--- config.mk ---
export PLATFORM = sky130hd
export DESIGN_NAME = gcd_engine_param
export DESIGN_NICKNAME = d
export VERILOG_FILES = /design/src/rtl/gcd_engine_param.sv
export SDC_FILE = /design/constraint.sdc
export NUM_CORES = 1
export LEC_CHECK = 0
export BUFFER_PORTS_ARGS = -buffer_cell sky130_fd_sc_hd__buf_2
export CAP_MARGIN = 10
export CORE_UTILIZATION = 45
export DETAILED_ROUTE_END_ITERATION = 7
export GPL_ROUTABILITY_DRIVEN = 0
export GPL_TIMING_DRIVEN = 0
export PLACE_DENSITY = 0.72
export SLEW_MARGIN = 20
export SYNTH_ARGS = -nofsm -noshare
export SYNTH_HDL_FRONTEND = slang
export SYNTH_SLANG_ARGS = --single-unit
--- constraint.sdc ---
create_clock -name clk -period 2.9 [get_ports clk]
set_clock_uncertainty 0.2 [all_clocks]
set_input_delay 0.145 -clock clk [delete_from_list [all_inputs] [get_ports clk]]
set_output_delay 0.145 -clock clk [all_outputs]
set_load 0.02 [all_outputs]
--- src/rtl/gcd_engine_param.sv ---
// gcd_engine_param: WIDTH-bit GCD engine, subtractive Euclid (MODE=0) or binary Stein (MODE=1),
// with a start/ready handshake, saturating cycle counter and zero-operand error flag.
module gcd_engine_param #(
    parameter int WIDTH = 16,
    parameter int MODE  = 0,
    parameter int CNT_W = 16
) (
    input  logic             clk,
    input  logic             rst,
    input  logic             start,
    input  logic [WIDTH-1:0] a_in,
    input  logic [WIDTH-1:0] b_in,
    output logic             ready,
    output logic             busy,
    output logic             done,
    output logic [WIDTH-1:0] gcd_out,
    output logic [CNT_W-1:0] cycles,
    output logic             err
);
    localparam int KW = $clog2(WIDTH) + 1;
    typedef enum logic [1:0] {IDLE, CALC, DONE} state_t;
    state_t state;
    logic [WIDTH-1:0] a, b, res;
    logic [KW-1:0] k;
    logic [CNT_W-1:0] cnt, cnt_nx;
    logic fin;
    assign ready  = state == IDLE;
    assign busy   = state == CALC;
    assign cnt_nx = &cnt ? cnt : cnt + 1'b1;
    assign fin    = a == '0 || b == '0 || a == b;
    // when a==b the OR equals a, so one expression covers both terminating cases
    assign res    = (a | b) << k;
    always_ff @(posedge clk or posedge rst) begin
        if (rst) begin
            state   <= IDLE;
            a       <= '0;
            b       <= '0;
            k       <= '0;
            cnt     <= '0;
            gcd_out <= '0;
            cycles  <= '0;
            err     <= 1'b0;
            done    <= 1'b0;
        end else begin
            done <= 1'b0;
            case (state)
                IDLE: if (start) begin
                    a     <= a_in;
                    b     <= b_in;
                    k     <= '0;
                    cnt   <= '0;
                    state <= CALC;
                end
                CALC: begin
                    cnt <= cnt_nx;
                    if (fin) begin
                        gcd_out <= res;
                        cycles  <= cnt_nx;
                        err     <= a == '0 && b == '0;
                        done    <= 1'b1;
                        state   <= DONE;
                    end else if (MODE == 0 || (a[0] && b[0])) begin
                        if (a > b) a <= a - b;
                        else b <= b - a;
                    end else begin
                        if (!a[0]) a <= a >> 1;
                        if (!b[0]) b <= b >> 1;
                        if (!a[0] && !b[0]) k <= k + 1'b1;
                    end
                end
                default: state <= IDLE;
            endcase
        end
    end
endmodule

## Yosys cells after proc, flatten, opt, wreduce, memory -nomap -nowiden

Index checks and enable logic that the tools add are counted.

- Div/mod/pow operators: 0
- $lt $le $gt $ge: 1
- Multiplexer cells: 16
- Equal/unequal tests: 7
- Add/sub/neg operators: 3
- Reduce and logical (&&, ||, !) cells: 13
- Bitwise logic cells: 1
- Shifts and indexed selects: 0
- $mul: 0

Operator list:

| cell | count |
|---|---|
| 16-bit 2-to-1 mux | 8 |
| 16-bit case mux with 2 select lines | 3 |
| 16-bit logical NOT | 2 |
| 16-bit subtractor | 2 |
| 16-bit by 1-bit adder with 16-bit output, second input constant | 1 |
| 16-bit equality test | 1 |
| 16-bit > comparator | 1 |
| 16-bit OR | 1 |
| 16-bit AND reduction | 1 |
| 4-bit AND reduction | 2 |
| 2-bit != test, second input constant | 3 |
| 2-bit AND reduction | 3 |
| 2-bit 2-to-1 mux | 2 |
| 2-bit by 1-bit != test with 1-bit output, second input constant | 2 |
| 2-bit case mux with 2 select lines | 1 |
| 2-bit by 1-bit equality test with 1-bit output, second input constant | 1 |
| 2-bit logical NOT | 1 |
| 1-bit logical OR | 2 |
| 1-bit 2-to-1 mux | 2 |
| 2-bit nonzero test | 1 |
| 1-bit logical AND | 1 |

- RAM bits: 0
- Bits of input ports: 35
- Output and inout port bits: 36
- Memories: 0
- Word-level logic and storage cells: 49
- Register bits: 84
- Bits in read-only memories: 0
- Bits in latches: 0

## Logic depth before layout (Yosys ltp)

- Depth after elaboration: 5
- Mapped depth: 11
- Gate-level depth less buffers: 9

## Worst setup path before layout

Ideal clock, no wire load.

- Path kind: register to register
- Start point: reg a[11]
- End point: reg a[4]
- Setup slack: 0.143 ns
- Stages on the path, launching flop included: 11
- Required time: 2.575 ns
- Arrival: 2.432 ns
- Path buffers: 2
- Cell sequence: dfrtp_1 -> inv_1 -> ha_1 -> buf_6 -> nor2_4 -> o21ai_2 -> a2111oi_4 -> o21ai_1 -> a21boi_4 -> buf_6 -> mux2_4

- Cells in the longest elaborated chain, start to end: 5
- Elaborated cells on any way between the ends: 8
- Classes of those cells: 1 x order compare; 3 x eq/ne; 4 x reduce/logical

RTL lines:

| item | line | RTL |
|---|---|---|
| from (decl) | 23 | `logic [WIDTH-1:0] a, b, res;` |
| from (signal assigned) | 48 | `a <= a_in;` |
| from (signal assigned) | 63 | `if (a > b) a <= a - b;` |
| from (signal assigned) | 66 | `if (!a[0]) a <= a >> 1;` |
| parallel branches: the longest is 4 deep, another holds 16-bit > comparator | - |  |
| 4-bit AND reduction (no source line) (*) | - |  |

Mark *: on every way between the ends.
A chain may end at the register's enable or synchronous reset.

## Final worst setup path

- Start point: reg b[10]
- End point: reg a[7]

- Cells in the longest elaborated chain, start to end: 5
- Elaborated cells on any way between the ends: 8
- Classes of those cells: 1 x order compare; 3 x eq/ne; 4 x reduce/logical

RTL lines:

| item | line | RTL |
|---|---|---|
| from (decl) | 23 |  |
| from (signal assigned) | 49 | `b <= b_in;` |
| from (signal assigned) | 64 | `else b <= b - a;` |
| from (signal assigned) | 67 | `if (!b[0]) b <= b >> 1;` |
| parallel branches: the longest is 4 deep, another holds 16-bit > comparator | - |  |
| 4-bit AND reduction (no source line) (*) | - |  |

Marks and branches as above.

==> results.py <==
metrics = {
    "outcome": {
        "outcome": "completed",
    },
    "timing": {
        "rsz0062_at_grt": "true",
        "max_freq_ghz": 0.346,
        "min_period_ns": 2.89,
        "hold_viol": 0,
        "fin_setup_tns_ns": 0,
        "slew_headroom_pct": 55.2,
        "slew_violations": 0,
        "finalSetupViolCount": 0,
        "fin_crit_sh_pct": 99.6,
        "tightest_slew_ns": 0.672,
    },
    "route": {
        "drt_wl_total_um": 17900,
        "num_vias": 5673,
        "wl_per_cell_um": 17.8,
        "drc": 0,
        "ant_nets": 0,
        "via_per_inst": 5.63,
        "drt_iter0_markers": 483,
        "first_pass_iters": 5,
    },
    "cells_and_area": {
        "area_delta_synth_final_pct": 27.3,
        "layout.nets": 912,
        "mostFrequentLayoutCell": "dfrtp_1",
        "diodes": 0,
        "drive_gt1_share_pct": 25.6,
        "mostFrequentLayoutCells": "79 x dfrtp_1, 73 x buf_2, 72 x nand2_1, 57 x nor2_1, 54 x o21ai_0",
        "fin_cells": 1008,
    },
    "worst_hold_path": {
        "min_path_type": "in2reg",
        "hold_depth": 3,
    },
    "global_routing": {
        "grt_pass1_vias": 5377,
        "grt_use_total_pct": 25.9,
        "grt_max_degree": 49,
        "grt_pass1_wl_um": 27900,
        "grt_antenna_before_repair": 0,
        "grt_overflow": 0,
    },
    "die": {
        "die_y_um": 118,
        "die-area_um2": 13900,
        "die_x_um": 118,
        "start_util_pct": 46.0,
        "core_area_um2": 13200,
        "rows": 42,
        "ios": 71,
    },
    "worst_setup_path": {
        "worstReg2RegStart": "b[10]$_DFFE_PP0P_",
        "r2r_slack_ns": 0.01,
        "critPathCapture": "a[7]$_DFFE_PP0P_",
        "crit_required_ns": 2.94,
        "crit_path_max_incr_delay_ns": 0.39,
        "cpMaxStageDelayCell": "dfrtp_1",
        "path_class": "reg2reg",
        "critPathCaptureType": "flip-flop",
        "startpoint_type": "flip-flop",
        "path_max_fanout": 8,
        "cp_cell_sequence": "inv_1 -> ha_4 -> buf_6 -> nor4_4 -> buf_4 -> nand4_1 -> nand3_2 -> a21oi_4 -> a21boi_4 -> buf_12 -> mux2_4",
        "crit_start": "b[10]$_DFFE_PP0P_",
        "crit_arrival_ns": 2.93,
        "r2r-end": "a[7]$_DFFE_PP0P_",
        "reg2reg_depth": 11,
    },
    "clock_network": {
        "clk_latency_ns": 0.36,
        "cts_tree": "built",
        "cts.clk_slew.worst_paths_ns": 0.06,
        "cts-root-buf": "clkbuf_16",
        "clock-sinks": 84,
        "cts_buffers": 9,
        "htree_levels": 3,
        "cts_buffer_depth": 2,
    },
    "place": {
        "hpwl_um": 12900,
        "place_inst": 939,
        "io_buffers": 70,
    },
    "power_and_ir_drop": {
        "peakVddDrop_uv": 983,
        "p_leak_nw": 3.65,
        "finalPower_mw": 11.0,
        "pwr_density_cell_nw_per_um2": 1420,
    },
    "synthesis": {
        "postSynthCellCount": 692,
        "async_flop_share_pct": 100,
        "synth-seq-cells": 84,
        "yosysSeqAreaShare_pct": 34.7,
        "synth-edff-count": 0,
        "synth_warnings": 0,
        "synth_area_um2": 6070,
        "synth_top_flop_cell": "dfrtp_1",
        "synth_cell_type_count": 66,
        "synth.avg_cell_area_um2": 8.77,
        "syn_nets": 777,
    },
    "run": {
        "drv_cap": 0,
    },
}
[sequential cells by signal, summed over array words and instances (netlist names)]
register,count
b,16
state,2
done,1
a,16
gcd_out,16
cnt,16
cycles,16
err,1
[worst max-delay path, delay by kind of cell (launching register included)]
family                   cells  cell delay, ns
multiplexers                 1            0.31
AND/OR/NAND/NOR              3            0.41
AO/OA/AOI/OAI                2            0.58
adder cells (fa/ha/maj)      1            0.28
flip-flops                   1            0.39
buffers and inverters        4            0.59
[cells in the mapped netlist (11+ instances only)]
cell      number  area share [%]
xnor2_1       20             2.9
nand2_1       73             4.5
nand3_1       18             1.5
mux2_2        14             2.6
nor2_1        59             3.7
a21oi_1       42             3.5
a31oi_1       14             1.4
nand2b_1      11             1.1
nor4_1        17             1.8
ha_1          48             9.9
mux2i_1       12             2.0
clkbuf_1      16            0.99
inv_1         56             3.5
o21ai_0       55             4.5
dfrtp_1       84              35
[kinds of logic (layout without fill, tap and decap cells)]
kind of cell / after synthesis / count (layout) / synth area share, %
and+or+nand+nor: 226 / 226 / 18.1
DFF: 84 / 84 / 34.7
adders and majority gates: 50 / 50 / 10.6
buffers and inverters: 88 / 228 / 6.13
AOI/OAI and AO/OA: 185 / 185 / 20.2
muxes: 36 / 36 / 7.05
xor gates and xnor gates: 23 / 23 / 3.32
[timing repair]
action                                  in CTS  in global routing
pin swaps                                    7                  8
buffers inserted                            12                 16
hold buffers                                25                  0
endpoints found under the hold margin       60                  0
gates resized for setup                     20                 55
endpoints found under the setup margin      67                 62
[power by group]
group | leakage [nW] | internal [mW] | total [mW] | switching, mW
logic | 2.42 | 3.64 | 7.75 | 4.11
registers | 1.07 | 1.57 | 1.94 | 0.367
clock network | 0.160 | 0.782 | 1.29 | 0.512
[per-layer routing]
metal / vias up / track usage [%] / wire length [um]
met5: - / 0 / 0
met4: 0 / 9.62 / 581
met3: 50 / 4.70 / 1280
met2: 233 / 42.2 / 8360
met1: 2667 / 34.1 / 7700
li1: 2723 / - / -
[through the flow]
stage | area, um2 | utilization [%] | setup slack [ns] | hold WS [ns]
after floorplan | 6070 | - | 0.143 | 0.134
after global placement | 6640 | 50.3 | -0.698 | 0.234
after detailed placement | 6670 | 50.5 | -0.401 | 0.0231
after CTS | 7410 | 56.2 | -0.00270 | 0.0153
after global routing | 7720 | 58.5 | -0.0356 | 0.0351
final | 7720 | 58.5 | 0.0124 | 0.0154
[worst min path at each step]
stage / startpoint / end / slack, ns
floorplan: b_in[2] / b[2]$_DFFE_PP0P_ / 0.13
global placement: a_in[2] / a[2]$_DFFE_PP0P_ / 0.23
detailed placement: rst / cycles[11]$_DFFE_PP0P_ / 0.02
CTS: b_in[10] / b[10]$_DFFE_PP0P_ / 0.02
global route: b_in[10] / b[10]$_DFFE_PP0P_ / 0.04
finish: b_in[10] / b[10]$_DFFE_PP0P_ / 0.02
[area by class of cell]
type	instances	area (um2)
inverters	56	213
well taps	176	220
fillers	1183	5470
clock buffers	11	243
clock inverters	5	82.6
multi-input cells	520	3800
repair buffers	124	846
flip-flops and latches	84	2110
plain buffers	32	209
(Power assumes the default switching activity.)
